$ cat config.mk
export PLATFORM = sky130hd
export DESIGN_NAME = reg_scoreboard
export DESIGN_NICKNAME = d
export VERILOG_FILES = /design/src/rtl/reg_scoreboard.sv
export SDC_FILE = /design/constraint.sdc
export NUM_CORES = 1
export LEC_CHECK = 0
export BUFFER_PORTS_ARGS = -buffer_cell sky130_fd_sc_hd__clkbuf_2
export CAP_MARGIN = 20
export CORE_MARGIN = 10
export CORE_UTILIZATION = 25
export DETAILED_ROUTE_END_ITERATION = 10
export GPL_TIMING_DRIVEN = 0
export RECOVER_POWER = 25
export SYNTH_ARGS = -nofsm -noshare
export SYNTH_HDL_FRONTEND = slang
export SYNTH_SLANG_ARGS = --single-unit
$ cat constraint.sdc
create_clock -name clk -period 3.01 [get_ports clk]
set_clock_uncertainty 0.15 [all_clocks]
set_input_delay 0.4515 -clock clk [delete_from_list [all_inputs] [get_ports clk]]
set_output_delay 0.4515 -clock clk [all_outputs]
set_load 0.02 [all_outputs]
$ cat src/rtl/reg_scoreboard.sv
// Register scoreboard: per-register pending-write counters for out-of-order producers,
// with write-through busy flags and a decode-stage stall request.
module reg_scoreboard #(
  parameter int NREG  = 32,
  parameter int AW    = 5,
  parameter int CNT_W = 2
) (
  input  logic          clk,
  input  logic          reset,
  input  logic          flush,
  input  logic          iss_valid,
  input  logic [AW-1:0] iss_dst,
  output logic          iss_ready,
  input  logic          cmp_valid,
  input  logic [AW-1:0] cmp_dst,
  input  logic [AW-1:0] rd_a1,
  input  logic [AW-1:0] rd_a2,
  input  logic          use1,
  input  logic          use2,
  output logic          busy1,
  output logic          busy2,
  output logic          stall,
  output logic          pending_any,
  output logic          err
);

  localparam logic [CNT_W-1:0] CNT_ZERO = {CNT_W{1'b0}};
  localparam logic [CNT_W-1:0] CNT_ONE  = {{(CNT_W-1){1'b0}}, 1'b1};
  localparam logic [CNT_W-1:0] CNT_MAX  = {CNT_W{1'b1}};
  localparam logic [AW-1:0]    REG_ZERO = {AW{1'b0}};

  logic [CNT_W-1:0] cnt_r     [NREG];
  logic [CNT_W-1:0] cnt_nxt_s [NREG];
  logic             err_r;

  logic             iss_acc_s;
  logic             cmp_nz_s;
  logic             cmp_err_s;
  logic [CNT_W-1:0] cnt_iss_s;
  logic [CNT_W-1:0] cnt_cmp_s;
  logic [CNT_W-1:0] cnt_a1_s;
  logic [CNT_W-1:0] cnt_a2_s;

  assign cnt_iss_s = cnt_r[iss_dst];
  assign cnt_cmp_s = cnt_r[cmp_dst];
  assign cnt_a1_s  = cnt_r[rd_a1];
  assign cnt_a2_s  = cnt_r[rd_a2];

  // Issue acceptance, retire classification and decode-side busy/stall.
  always_comb begin
    iss_ready = (iss_dst == REG_ZERO) | (cnt_iss_s != CNT_MAX);
    iss_acc_s = iss_valid & iss_ready & (iss_dst != REG_ZERO);
    cmp_nz_s  = cmp_valid & (cmp_dst != REG_ZERO);
    cmp_err_s = cmp_nz_s & (cnt_cmp_s == CNT_ZERO);
    // A final retire in this cycle is visible immediately, like the regfile bypass.
    busy1 = (rd_a1 != REG_ZERO) & (cnt_a1_s != CNT_ZERO)
          & ~(cmp_valid & (cmp_dst == rd_a1) & (cnt_a1_s == CNT_ONE));
    busy2 = (rd_a2 != REG_ZERO) & (cnt_a2_s != CNT_ZERO)
          & ~(cmp_valid & (cmp_dst == rd_a2) & (cnt_a2_s == CNT_ONE));
    stall = (busy1 & use1) | (busy2 & use2);
  end

  // Next counter values; an erroneous retire does not decrement, so same-register
  // issue+retire on a zero counter leaves it at one.
  always_comb begin
    pending_any = 1'b0;
    for (int i = 0; i < NREG; i++) begin
      pending_any  = pending_any | (cnt_r[i] != CNT_ZERO);
      cnt_nxt_s[i] = (i == 0) ? CNT_ZERO :
                     cnt_r[i]
                     + CNT_W'(iss_acc_s && (iss_dst == AW'(i)))
                     - CNT_W'(cmp_nz_s && (cmp_dst == AW'(i)) && (cnt_r[i] != CNT_ZERO));
    end
  end

  // State update with reset > flush > issue/retire; err is sticky across flush.
  always_ff @(posedge clk) begin
    if (reset) begin
      for (int i = 0; i < NREG; i++) cnt_r[i] <= CNT_ZERO;
      err_r <= 1'b0;
    end else if (flush) begin
      for (int i = 0; i < NREG; i++) cnt_r[i] <= CNT_ZERO;
      err_r <= err_r;
    end else begin
      for (int i = 0; i < NREG; i++) cnt_r[i] <= cnt_nxt_s[i];
      err_r <= err_r | cmp_err_s;
    end
  end

  assign err = err_r;

endmodule

==> flow_summary_export.csv, run 1 <==
group,metric,value,unit
die,die_area,32800,um2
synthesis,synth_area_per_cell,9.47,um2
critical_path,crit_arrival,3.10,ns
die,initial_core_util,25.6,%
sta,rsz0062_at_grt,"true",
detailed_routing,viasPerCell,5.02,
sta,setup_ws,-0.171,ns
critical_path,r2r_cells,10,
cells_and_area,syn_to_final_growth,27.8,%
synthesis,synth_async_sr_flop_share,0,%
synthesis,synth.top_cell.area_share,28.7,%
clocking,cts_tree,"yes",
job,maxCapViolCount,0,
critical_path,end_kind,"flop",
clocking,clkSinkCount,63,
sta,tightest_slew,0.974,ns
critical_path,slowest_stage,"mux4_2",
clocking,numCtsBuffers,9,
critical_path,crit_required,2.93,ns
sta,max-slew-margin-rel,35.1,%
detailed_routing,drc,0,
power_and_ir_drop,power.density,350,nW/um2
worst_hold_path,min_from,"reset",
power_and_ir_drop,seq_power_share,37.2,%
worst_hold_path,hold_end,"err$_SDFFE_PP0N_",
clocking,cts-htree-levels,3,
detailed_routing,vias,5762,
cells_and_area,final_cells,1148,
power_and_ir_drop,pwr-share-comb,23.2,%
detailed_routing,ant_nets,0,
place,port_buffers,20,
global_routing,grt_pass1_vias,5624,
place,dpl_worst_slack,-0.867,ns
critical_path,cpPeakStageDelay,0.52,ns
synthesis,ys.flop_type,"edfxtp_1",
cells_and_area,drive_above_1_share,24.8,%
power_and_ir_drop,p_leak,3.49,nW
synthesis,ys_types,42,
die,die_w,181,um
cells_and_area,layout_common_cells,"nor2_1 (76), inv_1 (71), edfxtp_1 (62), conb_1 (62), ha_1 (44)",
detailed_routing,drt-met1-wl,8660,um
global_routing,grt_pass1_wl,32900,um
critical_path,cpMostUsedCell,"mux4_2",
power_and_ir_drop,max-vdd-ir-drop,225,uV
detailed_routing,wl_met3,2390,um
global_routing,grt_antenna_before_repair,2,
die,core,25300,um2
critical_path,r2r-start,"cnt_r[14][0]$_SDFFCE_PN0P_",
cells_and_area,layout_commonest_cell,"nor2_1",
clocking,root_buffer,"clkbuf_16",
clocking,ctsLongestPathBuffers,2,
critical_path,worstSetupStartpointType,"flop",
critical_path,r2r_end,"cnt_r[5][1]$_SDFFCE_PN0P_",
critical_path,regToRegSetupSlack,-0.17,ns
synthesis,syn_area,6490,um2
worst_hold_path,min_path_type,"input pin to flop",
sta,hold_violations,0,
synthesis,synth-seq-cells,63,
critical_path,critPathMaxFanout,6,
detailed_routing,maxUsedRoutingLayer,"met4",
sta,finalCritPeriodShare,106,%
sta,maxSlewViolCount,0,
sta,fin_crit,3.18,ns
detailed_routing,firstDrtPassIters,5,
detailed_routing,routed_wl,21800,um
run_status,status,"finished with violations",
worst_hold_path,hold_path_depth,2,
detailed_routing,drtIter0Drc,627,
power_and_ir_drop,clockPowerShare,39.7,%
power_and_ir_drop,p_switching,885,uW
global_routing,grt_max_degree,12,
synthesis,yosys_warnings,0,
detailed_routing,post_drt_wl_per_cell,19.0,um
place,dpl.cell_count,1096,
sta,setup_viol,14,
synthesis,syn_inst,685,
global_routing,gr-usage-all-layers,12.9,%
place,hpwl,16300,um
power_and_ir_drop,p_int,2.02,mW
synthesis,yosysTopAreaCell,"edfxtp_1",
detailed_routing,dr_wl_met2,10100,um
run_status,violations,"negative setup slack",
power_and_ir_drop,power.share.switching,30.5,%
synthesis,ys_top_cells_by_area,"edfxtp_1 (29%), mux4_2 (13%), ha_1 (12%), xor2_1 (5.1%), xnor2_1 (4.6%)",
critical_path,path_class,"flop to flop",
clocking,clk_pin_slew,0.07,ns
die,io-pin-count,33,
clocking,clock_latency,0.36,ns
power_and_ir_drop,power,2.90,mW
synthesis,seq_area_frac_synth,29.0,%
die,std_cell_rows,58,
global_routing,grt_overflow,0,
place,routabilityCongestion,0.938,
sta,max_freq,314,MHz
die,die_height,181,um
synthesis,synth_edf_count,62,
cells_and_area,final_nets,900,
critical_path,crit_chain,"mux4_2, mux4_2, a31oi_4, nor3b_4, buf_6, nor4_4, ha_2, xor2_4, xnor2_2, nor2_1",
==> kinds of logic after synthesis <==
kind of cell / share of synthesized area (%)
adders and majority gates: 12.0
AOI/OAI and AO/OA: 5.11
xor gates and xnor gates: 9.72
and+or+nand+nor: 20.6
DFF: 29.0
buffers and inverters: 6.81
other: 0.0578
muxes: 16.8
==> worst max path at each step <==
stage                                 end                       start  slack, ns  cells past startpoint
2_1_floorplan   cnt_r[3][1]$_SDFFCE_PN0P_                  iss_dst[0]      -0.07                     11
3_3_place_gp   cnt_r[18][1]$_SDFFCE_PN0P_                  iss_dst[1]      -0.84                     10
3_5_place_dp   cnt_r[18][1]$_SDFFCE_PN0P_                  iss_dst[1]      -0.87                     10
4_1_cts                         iss_ready  cnt_r[13][0]$_SDFFCE_PN0P_      -0.15                      7
5_1_grt         cnt_r[3][1]$_SDFFCE_PN0P_  cnt_r[13][0]$_SDFFCE_PN0P_      -0.26                     10
6_report        cnt_r[5][1]$_SDFFCE_PN0P_  cnt_r[14][0]$_SDFFCE_PN0P_      -0.17                     10
==> repair_timing <==
action | in CTS | in global routing
setup buffers | 17 | 19
pin swaps | 28 | 38
cloned | 1 | 1
setup endpoints to repair | 56 | 40
hold buffers | 0 | 0
gates resized for setup | 49 | 61
==> synth_stat cells (all sizes together), types with 15 or more instances <==
master and number:
and2 31, clkbuf 30, edfxtp 62, ha 62
inv 71, mux4 38, nand2 33, nand3 19
nand4 15, nor2 77, nor3 51, nor4 15
xnor2 34, xor2 38
==> flip-flops by register name (all words and copies together), names as in the netlist <==
register / flops
cnt_r: 62
err: 1
==> stage by stage <==
step,setup TNS [ns],util [%],instance area [um2],hold slack (ns)
2_1_floorplan,-0.112,-,6750,0.395
4_1_cts,-1.37,31.2,7910,0.156
5_1_grt,-3.49,32.7,8280,0.178
6_report,-1.61,32.7,8290,0.163
3_5_place_dp,-32.31,28.7,7260,0.312
3_3_place_gp,-32.48,28.7,7260,0.313
==> power by group through the flow <==
stage | Clock (mW) | Sequential (mW) | Combinational (mW)
global route | 1.21 | 1.08 | 0.727
finish | 1.15 | 1.08 | 0.672
CTS | 1.17 | 1.08 | 0.612
detailed placement | 0 | 1.10 | 0.560
global placement | 0 | 1.10 | 0.558
floorplan | 0 | 1.07 | 0.404
==> critical path, delay by kind of cell, from the launching register on <==
family | cells | cell delay (ns)
flip-flops | 1 | 0.41
AO/OA/AOI/OAI | 1 | 0.19
adder cells (fa/ha/maj) | 1 | 0.27
multiplexers | 2 | 1.04
AND/OR/NAND/NOR | 3 | 0.31
buffers and inverters | 1 | 0.16
XOR/XNOR | 2 | 0.37
==> layer usage <==
layer	global-route usage [%]	up-vias
met5	0	-
met4	5.53	0
met3	3.46	51
met2	20.3	342
met1	16.3	2731
li1	-	2638
==> final cells by class <==
class	count	area (um2)
diodes	2	5.00
plain buffers	39	210
clock buffers	9	225
clock inverters	7	87.6
fillers	2578	17000
inverters	71	267
multi-input cells	569	4780
flip-flops and latches	63	1880
well taps	330	413
repair buffers	58	422
No activity file was read; power rests on OpenSTA's default activity.
==> run 2: changes to the inputs <==
--- a/config.mk
+++ b/config.mk
@@ -7,10 +7,10 @@
 export LEC_CHECK = 0
 export BUFFER_PORTS_ARGS = -buffer_cell sky130_fd_sc_hd__clkbuf_2
 export CAP_MARGIN = 20
+export CORE_ASPECT_RATIO = 1.75
 export CORE_MARGIN = 10
 export CORE_UTILIZATION = 25
 export DETAILED_ROUTE_END_ITERATION = 10
-export GPL_TIMING_DRIVEN = 0
 export RECOVER_POWER = 25
 export SYNTH_ARGS = -nofsm -noshare
 export SYNTH_HDL_FRONTEND = slang
==> run 2 against run 1 <==
  * The flow still finishes with violations (negative setup slack)
  * Non-clock buffer count grew 37
  * Utilization grew 0.56 points
  * Global-route usage grew 2.2 points
  * Total power shrank 4.1%
  * Flip-flop and latch count is the same
  * Wire length grew 12%
  * Largest power group is now registers
==> flow_summary_export.csv, run 2 (synthesized netlist as in run 1, its figures left out) <==
group,metric,value,unit
place,dpl_worst_slack,-0.705,ns
global_routing,grt_pass1_vias,6118,
global_routing,grt_antenna_before_repair,2,
die,die_height,233,um
critical_path,cpPeakStageDelay,0.50,ns
critical_path,slowest_stage,"edfxtp_1",
detailed_routing,wl_met3,1380,um
power_and_ir_drop,max-vdd-ir-drop,248,uV
critical_path,end_kind,"primary output",
sta,holdWs,0.185,ns
clocking,clkSinkCount,63,
global_routing,gr-usage-all-layers,15.1,%
global_routing,grt_pass1_wl,36800,um
clocking,clock_latency,0.36,ns
run_status,status,"finished with violations",
critical_path,cpLargestDelayFamily,"multiplexers",
critical_path,cpMostUsedCell,"mux4_2",
cells_and_area,design_area,8570,um2
detailed_routing,maxUsedRoutingLayer,"met4",
detailed_routing,drc,0,
detailed_routing,drt-met1-wl,7590,um
place,place_area,7870,um2
cells_and_area,largest-register,"cnt_r",
sta,setup_ws,-0.194,ns
cells_and_area,layout_common_cells,"buf_4 (91), nor2_1 (75), inv_1 (71)",
place,port_buffers,32,
detailed_routing,routed_wl,24400,um
cells_and_area,fill_cells,2665,
clocking,ctsLongestPathBuffers,2,
sta,max_freq,312,MHz
sta,tightest_slew,0.836,ns
die,core,25800,um2
sta,fin_crit,3.20,ns
die,io-pin-count,33,
clocking,hold_buffers,0,
detailed_routing,drtIter0Drc,397,
critical_path,critPathMaxFanout,7,
clocking,root_buffer,"clkbuf_16",
sta,maxSlewViolCount,0,
run_status,violations,"negative setup slack",
cells_and_area,multi_input_area,4750,um2
place,routabilityCongestion,1.03,
die,initial_core_util,25.2,%
worst_hold_path,min_path_type,"input pin to flop",
sta,setup_viol,17,
critical_path,path_class,"flop to primary output",
global_routing,grt_max_degree,33,
sta,max-slew-margin-rel,44.3,%
cells_and_area,final_nets,937,
cells_and_area,seqCellArea,1880,um2
detailed_routing,firstDrtPassIters,7,
sta,rsz0062_at_grt,"true",
clocking,numCtsBuffers,9,
sta,hold_violations,0,
critical_path,crit_arrival,2.60,ns
place,hpwl,19300,um
die,die_area,33000,um2
power_and_ir_drop,power,2.78,mW
clocking,cts-htree-levels,3,
job,maxCapViolCount,0,
detailed_routing,vias,5954,
cells_and_area,layout_commonest_cell,"buf_4",
detailed_routing,viasPerCell,5.07,
cells_and_area,syn_to_final_growth,32.2,%
clocking,clk_pin_slew,0.05,ns
die,die_w,142,um
critical_path,crit_chain,"mux4_2, mux4_2, a31oi_4, nor3b_4, buf_4, a21oi_4, buf_8",
global_routing,grt_overflow,0,
detailed_routing,post_drt_wl_per_cell,20.8,um
detailed_routing,ant_nets,0,
critical_path,path_buf_inv,2,
critical_path,worstSetupStartpointType,"flop",
critical_path,crit_required,2.41,ns
detailed_routing,dr_wl_met2,12900,um
power_and_ir_drop,p_leak,3.74,nW
sta,finalCritPeriodShare,106,%
critical_path,regToRegSetupSlack,-0.19,ns
die,std_cell_rows,78,
clocking,cts_tree,"yes",
power_and_ir_drop,power.density,324,nW/um2
cells_and_area,drive_above_1_share,29.5,%
cells_and_area,largest_register_ffs,62,
## run 2: timing repair
item / CTS / global route
resized for setup: 37 / 42
hold endpoints to repair: 0 / 0
setup endpoints to repair: 36 / 42
pin swaps: 27 / 37
buffers inserted: 5 / 3
## run 2: path summary, 6_finish.rpt
path                             startpoint                         to  cells past startpoint
setup / recovery  cnt_r[5][0]$_SDFFCE_PN0P_                  iss_ready                      7
hold reg to reg            err$_SDFFE_PP0N_           err$_SDFFE_PP0N_                      2
hold / removal                        reset           err$_SDFFE_PP0N_                      2
setup reg to reg  cnt_r[5][0]$_SDFFCE_PN0P_  cnt_r[2][1]$_SDFFCE_PN0P_                     11
## run 2: routing by layer
layer	track usage (%)	vias up
met1	13.6	2801
met3	3.19	139
met2	27.8	303
met5	0	-
li1	-	2711
met4	12.9	0
## run 2: cell type report
class                      instances  share of cell area, %
sequential                        63                   21.9
antenna                            2                 0.0584
multi-input combinational        569                   55.4
inverter                          71                   3.11
tap                              320                   4.67
clock inverter                     5                  0.292
timing repair buffer             134                   11.8
clock buffer                      11                   2.71
## run 2: power by group
part / leakage [nW] / switching [mW] / internal [mW] / total (mW)
Combinational: 2.97 / 0.458 / 0.330 / 0.788
Clock: 0.124 / 0.396 / 0.547 / 0.943
Sequential: 0.646 / 0.0334 / 1.02 / 1.05
## run 2: stage by stage
step                TNS (ns)  cells  util [%]
CTS                    -2.27   1171      32.5
floorplan             -0.112    746         -
detailed placement    -23.48   1150      30.5
global placement      -20.48   1150      30.5
finish                 -1.42   1175      33.3
global route           -2.94   1173      33.3
